==> src/rtl/ps2_scancode_decoder.sv <==
// PS/2 scan-code set 2 decoder: pops bytes from the ps2_kbd FIFO, resolves E0/F0 prefixes,
// tracks Shift/Ctrl/CapsLock and presents one ASCII key event per make code on a valid/ack slot.
module ps2_scancode_decoder #(
    parameter bit REPEAT_EN     = 1'b1,
    parameter bit EMIT_UNMAPPED = 1'b1
) (
    input  logic       clk,
    input  logic       clrn,
    input  logic [7:0] kbd_data,
    input  logic       kbd_ready,
    output logic       kbd_read,
    output logic       out_valid,
    output logic [7:0] out_ascii,
    output logic [7:0] out_code,
    output logic       out_ext,
    output logic       out_ctrl,
    input  logic       out_ack,
    output logic       caps_lock
);

    typedef enum logic [1:0] {ST_IDLE, ST_EXT, ST_BRK, ST_EXTBRK} state_t;

    state_t     state_r, state_s;
    logic       pop_d_r;
    logic       lshift_r, rshift_r, ctrl_r, caps_r;
    logic [8:0] last_make_r;
    logic       out_valid_r, out_ext_r, out_ctrl_r;
    logic [7:0] out_ascii_r, out_code_r;

    logic       kbd_read_s, make_s, brk_s, ext_s;
    logic       is_shift_s, is_ctrl_s, is_caps_s, is_mod_s, mapped_s, emit_s;
    logic [8:0] key_s, map_s;

    // Returns {mapped, ascii}; letters follow shift^caps, everything else follows shift only.
    function automatic logic [8:0] ascii_map(input logic [7:0] code, input logic shift, input logic caps);
        logic [7:0] letter, plain, shifted;
        logic       hit;
        logic [8:0] result;
        case (code)
            8'h1C: letter = 8'h61;  8'h32: letter = 8'h62;  8'h21: letter = 8'h63;  8'h23: letter = 8'h64;
            8'h24: letter = 8'h65;  8'h2B: letter = 8'h66;  8'h34: letter = 8'h67;  8'h33: letter = 8'h68;
            8'h43: letter = 8'h69;  8'h3B: letter = 8'h6A;  8'h42: letter = 8'h6B;  8'h4B: letter = 8'h6C;
            8'h3A: letter = 8'h6D;  8'h31: letter = 8'h6E;  8'h44: letter = 8'h6F;  8'h4D: letter = 8'h70;
            8'h15: letter = 8'h71;  8'h2D: letter = 8'h72;  8'h1B: letter = 8'h73;  8'h2C: letter = 8'h74;
            8'h3C: letter = 8'h75;  8'h2A: letter = 8'h76;  8'h1D: letter = 8'h77;  8'h22: letter = 8'h78;
            8'h35: letter = 8'h79;  8'h1A: letter = 8'h7A;
            default: letter = 8'h00;
        endcase
        hit = 1'b1;
        case (code)
            8'h16: begin plain = 8'h31; shifted = 8'h21; end
            8'h1E: begin plain = 8'h32; shifted = 8'h40; end
            8'h26: begin plain = 8'h33; shifted = 8'h23; end
            8'h25: begin plain = 8'h34; shifted = 8'h24; end
            8'h2E: begin plain = 8'h35; shifted = 8'h25; end
            8'h36: begin plain = 8'h36; shifted = 8'h5E; end
            8'h3D: begin plain = 8'h37; shifted = 8'h26; end
            8'h3E: begin plain = 8'h38; shifted = 8'h2A; end
            8'h46: begin plain = 8'h39; shifted = 8'h28; end
            8'h45: begin plain = 8'h30; shifted = 8'h29; end
            8'h29: begin plain = 8'h20; shifted = 8'h20; end
            8'h5A: begin plain = 8'h0D; shifted = 8'h0D; end
            8'h66: begin plain = 8'h08; shifted = 8'h08; end
            8'h0D: begin plain = 8'h09; shifted = 8'h09; end
            8'h76: begin plain = 8'h1B; shifted = 8'h1B; end
            8'h4E: begin plain = 8'h2D; shifted = 8'h5F; end
            8'h55: begin plain = 8'h3D; shifted = 8'h2B; end
            8'h41: begin plain = 8'h2C; shifted = 8'h3C; end
            8'h49: begin plain = 8'h2E; shifted = 8'h3E; end
            8'h4A: begin plain = 8'h2F; shifted = 8'h3F; end
            default: begin plain = 8'h00; shifted = 8'h00; hit = 1'b0; end
        endcase
        if (letter != 8'h00) begin
            result = {1'b1, ((shift ^ caps) ? (letter - 8'h20) : letter)};
        end else if (hit) begin
            result = {1'b1, (shift ? shifted : plain)};
        end else begin
            result = 9'h000;
        end
        return result;
    endfunction

    // The skipped cycle after each pop gives ps2_kbd time to present its next byte.
    assign kbd_read_s = clrn & kbd_ready & ~pop_d_r & (~out_valid_r | out_ack);

    // Prefix FSM next state and classification of the popped byte.
    always_comb begin
        state_s = state_r;
        make_s  = 1'b0;
        brk_s   = 1'b0;
        ext_s   = 1'b0;
        if (kbd_read_s) begin
            case (state_r)
                ST_IDLE: begin
                    if (kbd_data == 8'hE0) begin
                        state_s = ST_EXT;
                    end else if (kbd_data == 8'hF0) begin
                        state_s = ST_BRK;
                    end else if ((kbd_data == 8'hE1) || (kbd_data == 8'hAA)) begin
                        state_s = ST_IDLE;
                    end else begin
                        make_s = 1'b1;
                    end
                end
                ST_EXT: begin
                    if (kbd_data == 8'hF0) begin
                        state_s = ST_EXTBRK;
                    end else if (kbd_data == 8'hE0) begin
                        state_s = ST_EXT;
                    end else begin
                        make_s  = 1'b1;
                        ext_s   = 1'b1;
                        state_s = ST_IDLE;
                    end
                end
                ST_BRK: begin
                    brk_s   = 1'b1;
                    state_s = ST_IDLE;
                end
                ST_EXTBRK: begin
                    brk_s   = 1'b1;
                    ext_s   = 1'b1;
                    state_s = ST_IDLE;
                end
                default: state_s = ST_IDLE;
            endcase
        end else begin
            state_s = state_r;
        end
    end

    // Modifier recognition, ASCII lookup and the emit decision for the popped byte.
    always_comb begin
        key_s      = {ext_s, kbd_data};
        is_shift_s = ~ext_s & ((kbd_data == 8'h12) | (kbd_data == 8'h59));
        is_ctrl_s  = (kbd_data == 8'h14);
        is_caps_s  = ~ext_s & (kbd_data == 8'h58);
        is_mod_s   = is_shift_s | is_ctrl_s | is_caps_s;
        map_s      = ascii_map(kbd_data, lshift_r | rshift_r, caps_r);
        mapped_s   = ~ext_s & map_s[8];
        emit_s     = make_s & ~is_mod_s & (REPEAT_EN | (key_s != last_make_r)) & (mapped_s | EMIT_UNMAPPED);
    end

    // Pop history and FSM state register.
    always_ff @(posedge clk or negedge clrn) begin
        if (!clrn) begin
            pop_d_r <= 1'b0;
            state_r <= ST_IDLE;
        end else begin
            pop_d_r <= kbd_read_s;
            state_r <= state_s;
        end
    end

    // Modifier flags and last make; CapsLock ignores typematic repeats of itself.
    always_ff @(posedge clk or negedge clrn) begin
        if (!clrn) begin
            lshift_r    <= 1'b0;
            rshift_r    <= 1'b0;
            ctrl_r      <= 1'b0;
            caps_r      <= 1'b0;
            last_make_r <= 9'h000;
        end else if (make_s | brk_s) begin
            if (is_shift_s && (kbd_data == 8'h12)) lshift_r <= make_s;
            if (is_shift_s && (kbd_data == 8'h59)) rshift_r <= make_s;
            if (is_ctrl_s) ctrl_r <= make_s;
            if (make_s && is_caps_s && (key_s != last_make_r)) caps_r <= ~caps_r;
            if (make_s) begin
                last_make_r <= key_s;
            end else if (key_s == last_make_r) begin
                last_make_r <= 9'h000;
            end
        end
    end

    // Output slot: loads on emit, otherwise held until acknowledged.
    always_ff @(posedge clk or negedge clrn) begin
        if (!clrn) begin
            out_valid_r <= 1'b0;
            out_ascii_r <= 8'h00;
            out_code_r  <= 8'h00;
            out_ext_r   <= 1'b0;
            out_ctrl_r  <= 1'b0;
        end else if (emit_s) begin
            out_valid_r <= 1'b1;
            out_ascii_r <= mapped_s ? map_s[7:0] : 8'h00;
            out_code_r  <= kbd_data;
            out_ext_r   <= ext_s;
            out_ctrl_r  <= ctrl_r;
        end else if (out_ack) begin
            out_valid_r <= 1'b0;
        end
    end

    assign kbd_read  = kbd_read_s;
    assign out_valid = out_valid_r;
    assign out_ascii = out_ascii_r;
    assign out_code  = out_code_r;
    assign out_ext   = out_ext_r;
    assign out_ctrl  = out_ctrl_r;
    assign caps_lock = caps_r;

endmodule

==> config.mk <==
export PLATFORM = sky130hd
export DESIGN_NAME = ps2_scancode_decoder
export DESIGN_NICKNAME = d
export VERILOG_FILES = /design/src/rtl/ps2_scancode_decoder.sv
export SDC_FILE = /design/constraint.sdc
export NUM_CORES = 1
export LEC_CHECK = 0
export ABC_AREA = 1
export CAP_MARGIN = 20
export CORE_MARGIN = 2
export CORE_UTILIZATION = 39
export CTS_CLUSTER_SIZE = 20
export DETAILED_ROUTE_END_ITERATION = 10
export GPL_ROUTABILITY_DRIVEN = 1
export PLACE_DENSITY = 0.65
export SLEW_MARGIN = 20
export SYNTH_ARGS = -nofsm -noshare
export SYNTH_HDL_FRONTEND = slang
export SYNTH_SLANG_ARGS = --single-unit
==> constraint.sdc <==
create_clock -name clk -period 2.35 [get_ports clk]
set_clock_uncertainty 0.2 [all_clocks]
set_input_delay 0.235 -clock clk [delete_from_list [all_inputs] [get_ports clk]]
set_output_delay 0.235 -clock clk [all_outputs]
set_load 0.05 [all_outputs]
=== Word level (Yosys, flattened, before mapping) ===
Memories as Yosys holds them, arrays and structs flattened.
Index checks and enable logic that the tools add are counted.

* Memory bits (read-only): 896
* Logic and storage cells: 114
* Bits of input ports: 12
* Memories kept: 1
* Bits in registers: 35
* Output and inout bits: 21

{| class="wikitable"
|+ Memory list
! memory !! words !! width !! rd ports !! clocked after memory_dff !! wr ports !! line !! source
|-
| (name not given) || 128 || 7 || 1 || 0 || 0 || 39 || <nowiki>case (code)</nowiki>
|}

* $add $sub $neg: 1
* Reductions and logical operators: 17
* Eq/ne operators: 34
* Multiplexer cells: 30
* Bitwise gates (word level): 19

{| class="wikitable"
|+ Operators with widths
! cell !! count
|-
| 7-bit case mux with 20 select lines || 1
|-
| 6-bit case mux with 20 select lines || 1
|-
| 8-bit by 7-bit equality test with 1-bit output (second input constant) || 12
|-
| 8-bit by 6-bit equality test with 1-bit output (second input constant) || 7
|-
| 9-bit 2-to-1 mux || 4
|-
| 8-bit by 5-bit equality test with 1-bit output (second input constant) || 4
|-
| 8-bit equality test (second input constant) || 4
|-
| 8-bit 2-to-1 mux || 4
|-
| 20-bit OR reduction || 1
|-
| 1-bit 2-to-1 mux || 13
|-
| 2-bit AND reduction || 6
|-
| 9-bit equality test || 1
|-
| 9-bit != test || 1
|-
| 8-bit by 4-bit equality test with 1-bit output (second input constant) || 1
|-
| 2-bit 2-to-1 mux || 4
|-
| 8-bit nonzero test || 1
|-
| 8-bit by 6-bit subtractor with 8-bit output (second input constant) || 1
|-
| 1-bit AND || 7
|-
| 1-bit bitwise OR || 6
|-
| 2-bit case mux with 3 select lines || 1
|-
| 1-bit NOT || 5
|-
| 2-bit equality test (second input constant) || 2
|-
| 1-bit logical AND || 4
|-
| 4-bit != test (second input constant) || 1
|-
| other kinds (7) || 9
|}

=== Longest topological paths before layout ===
* Depth after elaboration: 12
* Gate-level depth with buffers: 16
* Gate-level depth less buffers: 16

=== Least setup slack after synthesis ===
OpenSTA, ideal clock, no wires.

* Path kind: register to register
* From: reg out_valid_r, in the netlist out_valid
* To: reg out_ext_r, in the netlist out_ext
* Arrival time: 1.874 ns
* Cell stages (with the launch flop): 12
* Clock period less this slack: 2.198 ns
* Setup time: 0.124 ns
* Path buffers: 1
* Setup slack: 0.152 ns
* Path through: dfrtp_1 > nand2_1 > nand3_1 > nor2_1 > nand3_2 > nand2_1 > inv_2 > nor2_2 > nand2_4 > buf_4 > nand2_1 > o21ai_1

* Word-level cells in the longest chain between the ends: 10

{| class="wikitable"
|+ Ends and longest elaborated chain
! what !! line !! source
|-
| start, declared || 27 || <nowiki>logic out_valid_r, out_ext_r, out_ctrl_r;</nowiki>
|-
| start signal, assigned || 179 || <nowiki>out_valid_r <= 1'b0;</nowiki>
|-
| start signal, assigned || 185 || <nowiki>out_valid_r <= 1'b1;</nowiki>
|-
| start signal, assigned || 191 || <nowiki>out_valid_r <= 1'b0;</nowiki>
|-
| 1-bit NOT (*) || 84 || <nowiki>assign kbd_read_s = clrn & kbd_ready & ~pop_d_r & (~out_valid_r | out_ack);</nowiki>
|-
| 1-bit bitwise OR (*) || 84 ||
|-
| 1-bit AND (*) || 84 ||
|-
| 1-bit 2-to-1 mux || 92 || <nowiki>if (kbd_read_s) begin</nowiki>
|-
| 1-bit NOT || 135, 137 ||
|-
| 1-bit AND || 135 || <nowiki>is_shift_s = ~ext_s & ((kbd_data == 8'h12) | (kbd_data == 8'h59));</nowiki>
|-
| 1-bit bitwise OR (2 in a row) || 138 || <nowiki>is_mod_s = is_shift_s | is_ctrl_s | is_caps_s;</nowiki>
|-
| 1-bit NOT || 141 || <nowiki>emit_s = make_s & ~is_mod_s & (REPEAT_EN | (key_s != last_make_r)) & (mapped_s | EMIT_UNMAPPED);</nowiki>
|-
| 1-bit AND || 141 ||
|-
| end signal, assigned || 188 || <nowiki>out_ext_r <= ext_s;</nowiki>
|-
| end, declared || 27 ||
|}

Every way passes the cells marked *; elsewhere a longest branch is shown, timed or not.
A chain may end at the register's enable or synchronous reset.

=== Worst setup path after layout ===
* From: in kbd_data[4]
* To: reg out_ascii_r[4], in the netlist out_ascii[4]

* Word-level cells in the longest chain between the ends: 11

{| class="wikitable"
|+ Ends and longest elaborated chain
! what !! line !! source
|-
| start, declared || 9 || <nowiki>input logic [7:0] kbd_data,</nowiki>
|-
| branches (longest 11 deep; another with 8-bit by 6-bit subtractor with 8-bit output) || - ||
|-
| end signal, assigned || 186 || <nowiki>out_ascii_r <= mapped_s ? map_s[7:0] : 8'h00;</nowiki>
|-
| end, declared || 28 || <nowiki>logic [7:0] out_ascii_r, out_code_r;</nowiki>
|}

Parallel ways; which one is timed is not known.

==> reports/qor_table.md <==
| Item | Reported | Unit |
|---|---|---|
| # rows | 31 | - |
| Largest fanout on the critical path | 7 | - |
| Post-synthesis area per instance | 6.27 | um^2 |
| Slowest cell delay on critical path | 0.39 | ns |
| Post-synth EDFFs | 0 | - |
| Global-route wire length before repair | 15.9 | mm |
| Vias per std cell | 5.06 | - |
| Yosys top cell by area | dfrtp_1 | - |
| Crit path time final | 2.23 | ns |
| H-Tree Level Count | 2 | - |
| Number of routed nets with antenna violations | 0 | - |
| Endpoint required time on the critical path | 2.37 | ns |
| Total inserted antenna cells | 0 | - |
| Wire length per cell after detailed routing | 13.9 | um |
| Number of buffers added by the clock tree synthesis step | 5 | - |
| Number of cells traversed by the worst hold path | 4 | - |
| Placed insts | 676 | - |
| Final setup violating endpoints | 0 | - |
| CP cell instances | clkdlybuf4s50_1 > buf_4 > nor2_2 > inv_1 > nor2_2 > nor2_1 > nand2_1 > nand2_1 > buf_4 > a21oi_1 > nor2_2 > nand3_2 > nand2_2 > inv_2 > nand2_1 > nand2_1 | - |
| Total wirelength of the detailed-routed design | 9.64 | mm |
| Clk pin slew, worst setup/hold paths | 0.07 | ns |
| Most used flip-flop cell after synthesis | dfrtp_1 | - |
| Post-synthesis register bit count | 35 | - |
| Vias in the first global route | 3,445 | - |
| Relative area change from synthesis to final layout | 51.5 | % |
| Sinks on the clock net | 35 | - |
| Pwr/cell area | 622 | nW/um^2 |
| Most common cell after layout, fill and taps aside | nand2_1 | - |
| Endpoint kind of the worst setup timing path | register | - |
| Setup Total Neg Slack | 0 | ns |
| Finished Layout Cells | 696 | - |
| Number of antenna violations at the first check in global routing | 0 | - |
| Data arrival at the endpoint of the critical path | 2.25 | ns |
| Overall die width | 89.8 | um |
| # IOs | 33 | - |
| Class of the most critical setup path | in -> reg | - |
| Cell depth of the worst flop-to-flop path | 13 | - |
| Slowest CP cell | clkdlybuf4s50_1 | - |
| Maximum number of pins on one net before global-route repair | 36 | - |
| Library cells used by synthesis | 31 | - |
| Max-cap violations | 0 | - |
| Number of DRC markers in iteration 0 | 258 | - |
| Number of warnings issued by yosys | 0 | - |
| Hold Violations, Final | 0 | - |
| Post-Synthesis Net Count | 479 | - |
| DRC violation count after routing | 0 | - |
| Overall die height | 89.8 | um |
| Root buffer cell | clkbuf_8 | - |
| GR Overflow Total | 0 | - |
| Number of optimization iterations in the first detailed-route pass | 6 | - |
| Most frequent cell on the critical path | nand2_1 | - |
| FFs w/ async S/R, synth | 100 | % |
| Worst Max-Slew Pin Slew | 0.509 | ns |
| Status | finished, final reports clean | - |
| Half-perimeter wire length of the detailed placement result | 7.41 | mm |
| Starting Density | 40.0 | % |
| Overall track demand over capacity in global routing | 23.8 | % |
| Die area | 8060 | um^2 |
| Maximum clock path buffer count | 2 | - |
| Most frequent cells in the layout | 163 x nand2_1, 103 x buf_4, 43 x nand3_1 | - |
| Number of max-slew violations in the final report | 0 | - |
| Worst slew margin relative to its limit | 65.9 | % |
| Fraction of the yosys area taken by sequential cells | 30.5 | % |
| Post-Synthesis Cell Area | 2870 | um^2 |
| Syn Inst Count | 458 | - |
| Proportion of layout cells with a drive suffix above 1 | 29.5 | % |
| Net count of the finished layout | 617 | - |
| Timing-limited maximum frequency | 448 | MHz |
| Number of vias after detailed routing | 3,520 | - |
| Source-to-sink clock delay at the later pin of the worst-skew pair | 0.28 | ns |
| Number of port buffers | 32 | - |
| Period Utilization, post-route | 95.0 | % |
| Placeable core area | 7180 | um^2 |
| Hold Path Class | in -> reg | - |
| Leakage power summed over all cells | 2.35 | nW |
| Cell types with the largest area share after synthesis | dfrtp_1 31%, nand2_1 22%, nand3_1 8.9% | - |
| Max VDD drop | 0.000326 | V |
| CTS tree | yes | - |
| Post-synth top area share | 30.5 | % |
| Kind of start point of the critical path | input port | - |
| Final RePlAce weighted congestion | 0.968 | - |
## where the power goes
part / internal [mW] / leakage, nW / switching (mW)
clock: 0.208 / 0.0422 / 0.206
sequential: 0.786 / 0.457 / 0.117
combinational: 0.532 / 1.85 / 0.855
total: 1.53 / 2.35 / 1.18
## state kept, by name, indices dropped and copies added (netlist names)
name / cells
out_ctrl: 1
pop_d_r: 1
out_valid: 1
rshift_r: 1
out_ext: 1
ctrl_r: 1
caps_lock: 1
lshift_r: 1
out_code: 8
state_r: 2
out_ascii: 8
last_make_r: 9
## path summary, 6_finish.rpt
path                                               to  slack, ns               startpoint
setup / recovery             out_ascii[4]$_DFFE_PN0P_       0.12              kbd_data[4]
hold / removal                out_code[0]$_DFFE_PN0P_       0.20              kbd_data[0]
max in group asynchronous    out_ascii[5]$_DFFE_PN0P_       1.28                     clrn
hold reg to reg               out_code[7]$_DFFE_PN0P_       0.28  out_code[7]$_DFFE_PN0P_
min in group asynchronous  last_make_r[4]$_DFFE_PN0P_       0.36                     clrn
setup reg to reg             out_ascii[4]$_DFFE_PN0P_       0.35    out_valid$_DFFE_PN0P_
## metal layers
metal	track usage, %	vias to the layer above	share of wire, %
met5	0	-	0
met4	8.46	0	3.0
met3	3.02	32	4.7
met2	41.9	120	48
met1	30.1	1622	45
li1	-	1746	-
## what timing repair did
| action | CTS | global route |
|---|---|---|
| gates resized for setup | 16 | 34 |
| endpoints found under the setup margin | 31 | 30 |
| endpoints found under the hold margin | 35 | 0 |
| pin swaps | 3 | 8 |
| buffers inserted | 2 | 8 |
| gates cloned | 1 | 0 |
| hold buffers | 1 | 0 |
## critical path, delay by kind of cell
kind / cells / cell delay, ns
AOI/OAI and AO/OA: 1 / 0.22
buffers and inverters: 5 / 0.88
and+or+nand+nor: 10 / 0.91
## synth_stat cells, types with 8 or more instances
master	n
nand2_1	172
nand3_1	51
ha_1	9
inv_1	32
o21ai_0	8
xnor2_1	9
dfrtp_1	35
nand4_1	13
inv_2	13
o21ai_1	23
nor2_1	48
## logic make-up after synthesis
| logic type | share of synthesized area (%) |
|---|---|
| flip-flops | 30.5 |
| AO/OA/AOI/OAI | 7.84 |
| XOR/XNOR | 3.05 |
| adder cells (fa/ha/maj) | 3.92 |
| buffers and inverters | 8.24 |
| AND/OR/NAND/NOR | 46.4 |
## stage by stage
stage	util (%)	power [mW]	worst slack [ns]	cell area [um^2]	hold WS [ns]
floorplan	-	1.73	0.152	2870	-0.261
global placement	55.7	2.21	-0.436	3990	0.142
detailed placement	55.7	2.23	-0.478	3990	0.140
CTS	58.1	2.66	-0.00305	4170	0.279
global route	60.6	2.86	-0.0344	4350	0.219
finish	60.6	2.70	0.117	4350	0.197
## cell type report
class / instances / area (um^2)
flip-flops and latches: 35 / 876
inverters: 45 / 169
repair buffers: 140 / 1180
clock buffers: 7 / 76.3
multi-input cells: 369 / 1920
clock inverters: 1 / 5.00
fillers: 656 / 2830
well taps: 99 / 124
Note: power is estimated with default switching activity, not from simulation.
